$ cat config.mk
export PLATFORM = sky130hd
export DESIGN_NAME = pll_loop_filter
export DESIGN_NICKNAME = d
export VERILOG_FILES = /design/src/rtl/pll_loop_filter.sv
export SDC_FILE = /design/constraint.sdc
export NUM_CORES = 1
export LEC_CHECK = 0
export CAP_MARGIN = 40
export CORE_ASPECT_RATIO = 2
export CORE_MARGIN = 3
export CORE_UTILIZATION = 55
export CTS_CLUSTER_SIZE = 8
export DETAILED_ROUTE_END_ITERATION = 8
export DONT_BUFFER_PORTS = 1
export PLACE_DENSITY_LB_ADDON = 0.12
export SLEW_MARGIN = 20
export SYNTH_ARGS = -nofsm -noshare
export SYNTH_HDL_FRONTEND = slang
export SYNTH_SLANG_ARGS = --single-unit
export TNS_END_PERCENT = 50
$ cat constraint.sdc
create_clock -name clk -period 7.5 [get_ports clk]
set_input_delay 1.5 -clock clk [delete_from_list [all_inputs] [get_ports clk]]
set_output_delay 1.5 -clock clk [all_outputs]
set_load 0.02 [all_outputs]
$ cat src/rtl/pll_loop_filter.sv
// pll_loop_filter
//   Decimating PI loop filter between the FIR phase-error filter and the NCO.
//   Averages DEC_N phase-error samples, then runs a PI update through a short
//   sequential datapath that shares one 16x16 multiplier between the P and I
//   gain products. Produces a saturated unsigned 32-bit frequency word.
//
// Optional feature macro: PLL_LF_HOLD_EN
//   Defined   : adds input 'hold'; while high the integrator is frozen and the
//               proportional term is dropped from the output word.
//   Undefined : no 'hold' port, full PI law on every update.
//
// Ports
//   clk         in   clock, rising edge
//   rst         in   asynchronous reset, active high
//   hold        in   freeze integrator / drop P term (PLL_LF_HOLD_EN only)
//   din[15:0]   in   signed phase error
//   din_valid   in   din accepted on a rising edge while high
//   kp[15:0]    in   signed proportional gain
//   ki[15:0]    in   signed integral gain
//   fcw_center  in   unsigned nominal frequency word
//   fcw_out     out  unsigned frequency control word
//   fcw_valid   out  one-cycle pulse when fcw_out updates
//   int_sat     out  integrator sits at a rail
//   overrun     out  sticky, a block completed while the datapath was busy
//
// FSM states
//   state   | meaning
//   S_IDLE  | waiting for a completed decimation block
//   S_MUL_P | multiplier computes err*kp, registers p_term
//   S_MUL_I | multiplier computes err*ki, registers i_term
//   S_INTEG | saturating integrator update, int_sat refreshed
//   S_OUT   | fcw_center + p_term + integ clamped into fcw_out, fcw_valid pulsed
`timescale 1ns/1ps

module pll_loop_filter #(
  parameter int DEC_N      = 16,
  parameter int GAIN_SHIFT = 8,
  parameter int INT_W      = 32   // assumed >= 32 so the 34-bit terms fit
) (
  input  logic        clk,
  input  logic        rst,
`ifdef PLL_LF_HOLD_EN
  input  logic        hold,
`endif
  input  logic [15:0] din,
  input  logic        din_valid,
  input  logic [15:0] kp,
  input  logic [15:0] ki,
  input  logic [31:0] fcw_center,
  output logic [31:0] fcw_out,
  output logic        fcw_valid,
  output logic        int_sat,
  output logic        overrun
);

  localparam int LOG2  = $clog2(DEC_N);
  localparam int ACC_W = 16 + LOG2;
  localparam int SUM_W = INT_W + 2;
  localparam int OUT_W = INT_W + 3;

  localparam logic signed [INT_W-1:0] INT_MAX = {1'b0, {(INT_W-1){1'b1}}};
  localparam logic signed [INT_W-1:0] INT_MIN = {1'b1, {(INT_W-1){1'b0}}};

  typedef enum logic [2:0] {
    S_IDLE,
    S_MUL_P,
    S_MUL_I,
    S_INTEG,
    S_OUT
  } state_t;

  state_t                   state;
  logic signed [ACC_W-1:0]  acc;
  logic signed [ACC_W-1:0]  acc_next;
  logic        [LOG2-1:0]   cnt;
  logic signed [15:0]       err;
  logic signed [33:0]       p_term;
  logic signed [33:0]       i_term;
  logic signed [INT_W-1:0]  integ;
  logic                     start;
  logic                     hold_q;

  logic signed [15:0]       mul_b;
  logic signed [31:0]       prod;
  logic signed [31:0]       prod_sh;
  logic signed [SUM_W-1:0]  isum;
  logic signed [33:0]       p_eff;
  logic signed [OUT_W-1:0]  total;
  logic        [31:0]       fcw_clamped;

`ifdef PLL_LF_HOLD_EN
  assign hold_q = hold;
`else
  assign hold_q = 1'b0;
`endif

  assign acc_next = acc + ACC_W'($signed(din));
  assign start    = din_valid && (cnt == LOG2'(DEC_N - 1));

  // The single multiplier: the second operand follows the state so kp and ki
  // are sampled in the cycle that uses them.
  assign mul_b   = (state == S_MUL_P) ? $signed(kp) : $signed(ki);
  assign prod    = err * mul_b;
  assign prod_sh = prod >>> GAIN_SHIFT;

  assign isum  = SUM_W'(integ) + SUM_W'(i_term);
  assign p_eff = hold_q ? 34'sd0 : p_term;
  assign total = $signed({{(OUT_W-32){1'b0}}, fcw_center}) + OUT_W'(p_eff) + OUT_W'(integ);

  always_comb begin
    fcw_clamped = total[31:0];
    if (total[OUT_W-1])
      fcw_clamped = '0;
    else if (|total[OUT_W-2:32])
      fcw_clamped = '1;
  end

  // Decimator: never stalls. A block that completes while the datapath is
  // busy is dropped (err is left alone so the running update is not
  // corrupted) and flagged through overrun by the FSM.
  always_ff @(posedge clk or posedge rst) begin
    if (rst) begin
      acc <= '0;
      cnt <= '0;
      err <= '0;
    end else if (din_valid) begin
      if (start) begin
        if (state == S_IDLE)
          err <= 16'(acc_next >>> LOG2);
        acc <= '0;
        cnt <= '0;
      end else begin
        acc <= acc_next;
        cnt <= cnt + LOG2'(1);
      end
    end
  end

  always_ff @(posedge clk or posedge rst) begin
    if (rst) begin
      state     <= S_IDLE;
      p_term    <= '0;
      i_term    <= '0;
      integ     <= '0;
      int_sat   <= 1'b0;
      fcw_out   <= '0;
      fcw_valid <= 1'b0;
      overrun   <= 1'b0;
    end else begin
      fcw_valid <= 1'b0;
      if (start && (state != S_IDLE))
        overrun <= 1'b1;
      case (state)
        S_IDLE: begin
          if (start)
            state <= S_MUL_P;
        end
        S_MUL_P: begin
          p_term <= 34'(prod_sh);
          state  <= S_MUL_I;
        end
        S_MUL_I: begin
          i_term <= 34'(prod_sh);
          state  <= S_INTEG;
        end
        S_INTEG: begin
          if (!hold_q) begin
            if (isum > SUM_W'(INT_MAX)) begin
              integ   <= INT_MAX;
              int_sat <= 1'b1;
            end else if (isum < SUM_W'(INT_MIN)) begin
              integ   <= INT_MIN;
              int_sat <= 1'b1;
            end else begin
              integ   <= INT_W'(isum);
              int_sat <= (isum == SUM_W'(INT_MAX)) || (isum == SUM_W'(INT_MIN));
            end
          end
          state <= S_OUT;
        end
        S_OUT: begin
          fcw_out   <= fcw_clamped;
          fcw_valid <= 1'b1;
          state     <= S_IDLE;
        end
        default: state <= S_IDLE;
      endcase
    end
  end

endmodule

==> impl_metrics.ini, run 1 <==
[sta]
max_clock_freq_mhz = 141
slew_violations = 0
setup_repair_after_global_routing_missed_its_margin = no
timing.slew.headroom_pct = 37.4
finClkSkew_ns = 0.0164
setup-tns-final_ns = 0
whs_ns = 0.490
timing_hold_violations_final = 0
post-route-period-util_pct = 94.7
worstMarginPinSlew_ns = 0.938
fin_crit_ns = 7.10
finalSetupViolations = 0

[route]
vias_per_std_cell = 5.84
routedWlPerCell_um = 20.2
detailedRoute.firstPassIterationCount = 5
post-route-drc-count = 0
dr_total_vias = 16700
ant_nets = 0
drtIter0Drc = 770
drt-total-wl_um = 57700

[grt]
grt_antenna_before_repair = 0
pin_count_of_the_biggest_net_entering_global_routing = 84
grt_pass1_wl_um = 93200
first_global_vias = 18200
grt_util_all_layers_pct = 28.5
leftover_overflow_at_the_end_of_global_routing = 0

[critical_path]
timing_worst_setup_path_type = flop to flop
nature_of_the_critical_path_startpoint = flop
critical_path.startpoint = state[1]
kind_of_capture_point_of_the_worst_setup_path = flop
critical_path_peak_fanout = 15
worstPathRequired_ns = 7.82
critical_path_arrival_ns = 7.42
regToRegStartpoint = state[1]

[yosys]
synth-main-ff-cell = dfrtp_1
synth_edf_count = 0
synth_seq_area_share_pct = 18.6
yosys_warnings = 0
synthTopCellsByArea = fa_1, dfrtp_1, ha_1
synth-seq-cells = 158
synth.lib_cells_used.distinct = 81
avgSynthCellArea_sq_um = 9.13
mapped_cells = 2327
synthesis.area_sq_um = 21200
yosys.area.top_type = fa_1
yosysTopAreaCellShare_pct = 28.0
synth_async_sr_flop_share_pct = 100
mappedNetlistNets = 2872

[floorplan]
design.core.area_sq_um = 38000
placement_rows = 101
initial_core_util_pct = 55.8
floorplan.io_pins = 118
die_area_sq_um = 41200
die-width_um = 145
die-height_um = 284

[clock_tree]
cts_tree = done
numClockSinks = 158
hold_buffers = 0
cts_htree_levels = 4
clk_latency_ns = 0.47
root_buffer_cell = clkbuf_16
max-clock-path-buffers = 2
cts_inserted_buffers = 17
path_clk_slew_ns = 0.08

[cells_and_area]
utilization_pct = 59.9
nets = 2871
antenna_cells = 0
most-common-layout-cells = inv_1, fa_1, nand2_1
leading_cell_type_in_the_layout_fill_and_taps_excluded = inv_1
layout-area-overhead-vs-synth_pct = 7.35
final_layout_size_suffix_gt1_share_pct = 5.81

[status]
outcome = completed

[min_path]
hold_path_startpoint = i_term[20]
worstHoldPathType = flop to flop

[run]
timing.max_cap.violations = 0

[placement]
dpl.hpwl_um = 48800
port_buffers = 0
place_congestion = 0.975
[kinds of logic after synthesis]
logic type	after synthesis	synth area share [%]
buffers and inverters	425	7.56
DFF	158	18.6
AOI/OAI and AO/OA	477	15.6
xor gates and xnor gates	88	3.63
and+or+nand+nor	704	16.3
adders and majority gates	462	37.7
muxes	13	0.654
[synth_stat cells (all sizes together), types with 7 or more instances]
cell type and n:
a211o 9, a21o 44, a2111oi 7, mux2i 9
nor4 10, clkbuf 80, fa 297, nor2b 72
o31ai 14, and4 9, o21bai 9, ha 165
a21oi 84, and3 12, and2 63, o211ai 16
nand3 27, dfrtp 158, or2 20, inv 341
a31oi 13, nand2 288, or3 11, o2bb2ai 15
nor2 96, xnor2 57, o21ai 134, nand2b 25
a211oi 17, nor3 30, nand4 16, xor2 31
a221o 31, o21a 24, a22o 10
[metal layers]
layer | GRT usage (%) | routed length [um]
met5 | 0 | 0
met4 | 15.2 | 3440
met3 | 3.29 | 1770
met2 | 58.5 | 33500
met1 | 26.7 | 18900
[path summary, 6_finish.rpt]
check	end	slack (ns)	cells past startpoint
setup / recovery	i_term[15]	0.40	24
hold / removal	i_term[20]	0.49	2
min in group asynchronous	state[1]	1.03	1
hold reg to reg	i_term[20]	0.49	2
max in group asynchronous	integ[27]	5.28	3
setup reg to reg	i_term[15]	0.40	24
[area by class of cell]
cell class                      count  area (sq um)
Clock buffer                       17           425
Inverter                          341          1280
Timing Repair Buffer               64           614
Multi-Input combinational cell   1744         15700
Tap cell                          515           644
Fill cell                        3382         15200
Clock inverter                     15           190
Sequential cell                   158          3950
[metrics by stage]
step                cell area [sq um]  instances  worst slack [ns]
finish                          22800       2854             0.397
global route                    22800       2854            0.0190
CTS                             22800       2852             0.275
global placement                22100       2816            0.0290
detailed placement              22200       2820           -0.0956
floorplan                       21200       2327            0.0491
[repair_timing]
item | CTS | global route
setup endpoints to repair | 0 | 2
gates resized for setup | 0 | 0
setup buffers | 0 | 2
[worst max-delay path: stages (launching register included)]
cell     delay [ns]
dfrtp_1        0.48
or3b_2         0.58
buf_4          0.25
nand2_1        0.10
nand2_1        0.30
and2_1         0.32
fa_1           0.54
inv_1          0.06
fa_1           0.54
inv_1          0.05
fa_1           0.39
fa_1           0.42
fa_1           0.51
inv_1          0.05
fa_1           0.47
inv_1          0.04
ha_1           0.28
a21o_1         0.18
a21o_1         0.17
a21oi_1        0.19
o21ai_0        0.15
a211o_1        0.32
a21oi_1        0.19
xor2_1         0.24
o21ai_0        0.11
[flip-flops by register name (all words and copies together) (netlist names)]
register   flops
cnt            4
int_sat        1
err           16
integ         32
p_eff         24
fcw_valid      1
acc           20
fcw_out       32
overrun        1
i_term        24
state          3
Power of run 1 is not shown: default switching activity piles up to over one toggle a cycle in this logic, so the estimate is an artifact.
==> run 2: changes to the inputs <==
- ABC_AREA: default -> 1
==> run 2 against run 1 <==
Against the previous run:
- worst setup slack worse by 0.20 ns
- die area up 6.5%
- core utilization up 1.8 points
- maximum frequency down 2.8%
- design area up 9.6%
- first-iteration DRC count up 60%
- register-to-register slack worse by 0.11 ns
- synthesized cell count up 31%
- final cell count up 30%
- sequential cell count unchanged
- worst hold slack better by 0.0088 ns
- critical path type is now input port to flop
- critical endpoint is now p_eff[17]
- highest routed layer unchanged
==> impl_metrics.ini, run 2 <==
[clock_tree]
root_buffer_cell = clkbuf_16
cts_inserted_buffers = 17
clk_latency_ns = 0.48
cts_repair_resizes = 2
max-clock-path-buffers = 2
hold_buffers = 0
path_clk_slew_ns = 0.08
cts_htree_levels = 4
numClockSinks = 158
post_cts_buffers = 0
cts_tree = done

[cells_and_area]
leading_cell_type_in_the_layout_fill_and_taps_excluded = nand2_1
filler_cell_count = 3803
nets = 3702
final_layout_size_suffix_gt1_share_pct = 8.30
final_cells = 3701
most-common-layout-cells = nand2_1, inv_1, nor2_1
layout-area-overhead-vs-synth_pct = 10.2
reg_top3 = fcw_out (32), integ (32)

[placement]
place_inst = 3667
place_congestion = 1.07
dpl.hpwl_um = 71300
port_buffers = 0

[grt]
grt_antenna_before_repair = 0
leftover_overflow_at_the_end_of_global_routing = 0
first_global_vias = 22600
grt_pass1_wl_um = 126000
pin_count_of_the_biggest_net_entering_global_routing = 89
grt_util_all_layers_pct = 39.1

[floorplan]
floorplan.io_pins = 118
die-width_um = 150
die_area_sq_um = 43800
initial_core_util_pct = 56.0
placement_rows = 104
design.core.area_sq_um = 40500
die-height_um = 293

[sta]
fin_crit_ns = 7.31
slew_violations = 0
max_clock_freq_mhz = 137
post-route-period-util_pct = 97.4
timing.slew.headroom_pct = 40.9
timing_hold_violations_final = 0
setup_repair_after_global_routing_missed_its_margin = no
worstMarginPinSlew_ns = 0.887
finClkSkew_ns = 0.0185
finalSetupViolations = 0

[route]
topRoutingLayerUsed = met4
vias_per_std_cell = 5.61
drt-total-wl_um = 83700
routedWlPerCell_um = 22.6
wl_met1_um = 22500
dr_total_vias = 20800
drtIter0Drc = 1229
routed-wl-met2_um = 44100
ant_nets = 0
met3_wirelength_um = 4350
post-route-drc-count = 0
detailedRoute.firstPassIterationCount = 5

[yosys]
mapped_cells = 3050
synth-main-ff-cell = dfrtp_1
synth.top_cells.by_count = nand2_1, inv_1, nor2_1, fa_1, ha_1
yosys.area.top_type = fa_1
avgSynthCellArea_sq_um = 7.43
synth_seq_area_share_pct = 17.4
synthTopCellsByArea = fa_1, dfrtp_1, nand2_1
mappedNetlistNets = 3595
synth_async_sr_flop_share_pct = 100
synth.lib_cells_used.distinct = 56
synth-seq-cells = 158
synth_most_common_cell = nand2_1
synth_edf_count = 0
yosysTopAreaCellShare_pct = 26.2
synthesis.area_sq_um = 22700
yosys_warnings = 0

[critical_path]
timing_worst_setup_path_type = input port to flop
critical_path_peak_fanout = 14
critical_path_arrival_ns = 7.66
worstPathRequired_ns = 7.85
timing.critical_path.mode_cell = fa_1
slowest_delay_ns = 0.57
critical-path-slowest-cell = fa_1
nature_of_the_critical_path_startpoint = input port
kind_of_capture_point_of_the_worst_setup_path = flop
timing.critical_path.cells = or2_2 -> o21ai_4 -> inv_1 -> buf_12 -> nand2_1 -> fa_1 -> inv_1 -> fa_1 -> fa_1 -> fa_1 -> fa_1 -> fa_1 -> ha_1 -> nand2_1 -> nand2_1 -> a21oi_1 -> o21ai_0 -> a21oi_4 -> buf_4 -> nand3_1 -> nand3_1 -> nand2_1

[min_path]
worstHoldPathType = flop to flop

[status]
outcome = completed

[run]
timing.max_cap.violations = 0
run 2: cell count changes after synthesis, moves of 25 or more:
| cell | previous run | this run |
|---|---|---|
| nand2b_1 | 25 | 0 |
| inv_1 | 341 | 580 |
| nand3_1 | 27 | 103 |
| nor2b_1 | 72 | 0 |
| clkbuf_1 | 80 | 45 |
| a221o_1 | 31 | 0 |
| nor2_1 | 96 | 318 |
| nand2_1 | 288 | 842 |
| a21o_1 | 44 | 11 |
| a21oi_1 | 83 | 122 |
| o21ai_0 | 127 | 92 |
| and2_1 | 63 | 4 |
run 2: logic make-up (layout without fill, tap and decap cells):
logic type	after synthesis	count (layout)	share of synthesized area, %
flip-flops	158	158	17.4
buffers and inverters	663	783	11.2
other	0	1	0
adder cells (fa/ha/maj)	462	462	35.3
AND/OR/NAND/NOR	1380	1380	24.8
AO/OA/AOI/OAI	308	308	8.06
XOR/XNOR	78	78	3.05
multiplexers	1	1	0.0442
run 2: critical path, delay by kind of cell:
family / cells / cell delay, ns
AO/OA/AOI/OAI: 4 / 1.18
adder cells (fa/ha/maj): 7 / 3.23
buffers and inverters: 4 / 0.73
AND/OR/NAND/NOR: 7 / 1.00
run 2: metrics by stage:
stage	instance area (sq um)	worst slack [ns]	TNS (ns)	util (%)	hold WS [ns]
finish	25000	0.194	0	61.7	0.499
detailed placement	24300	-0.642	-9.31	60.0	0.477
floorplan	22700	0.348	0	-	0.453
global placement	24200	-0.906	-18.07	59.9	0.466
global route	25000	0.00650	0	61.7	0.508
CTS	24900	0.0245	0	61.6	0.494
run 2: cell type report:
cell class | count | area (sq um) | share of cell area (%)
Antenna cell | 1 | 2.50 | 0.0100
Clock buffer | 17 | 425 | 1.70
Clock inverter | 15 | 198 | 0.791
Inverter | 599 | 2250 | 9.02
Multi-Input combinational cell | 2229 | 16200 | 64.9
Sequential cell | 158 | 3950 | 15.8
Tap cell | 530 | 663 | 2.65
Timing Repair Buffer | 152 | 1270 | 5.09
run 2: per-layer routing:
layer  up-vias  global-route usage [%]
met3       492                    7.45
li1       9540                       -
met1      9848                    30.3
met5         -                       0
met2       881                    72.8
met4         0                    44.0
run 2: path summary, 6_finish.rpt:
path                          start        end  slack [ns]  cells after the start
setup / recovery              ki[9]  p_eff[17]        0.19                     22
hold / removal             p_eff[0]   p_eff[0]        0.50                      2
setup reg to reg           state[1]  p_eff[17]        0.29                     26
hold reg to reg            p_eff[0]   p_eff[0]        0.50                      2
max in group asynchronous       rst  integ[19]        5.34                      4
min in group asynchronous       rst   p_eff[1]        0.87                      1
Power of run 2 is left out for the same reason.
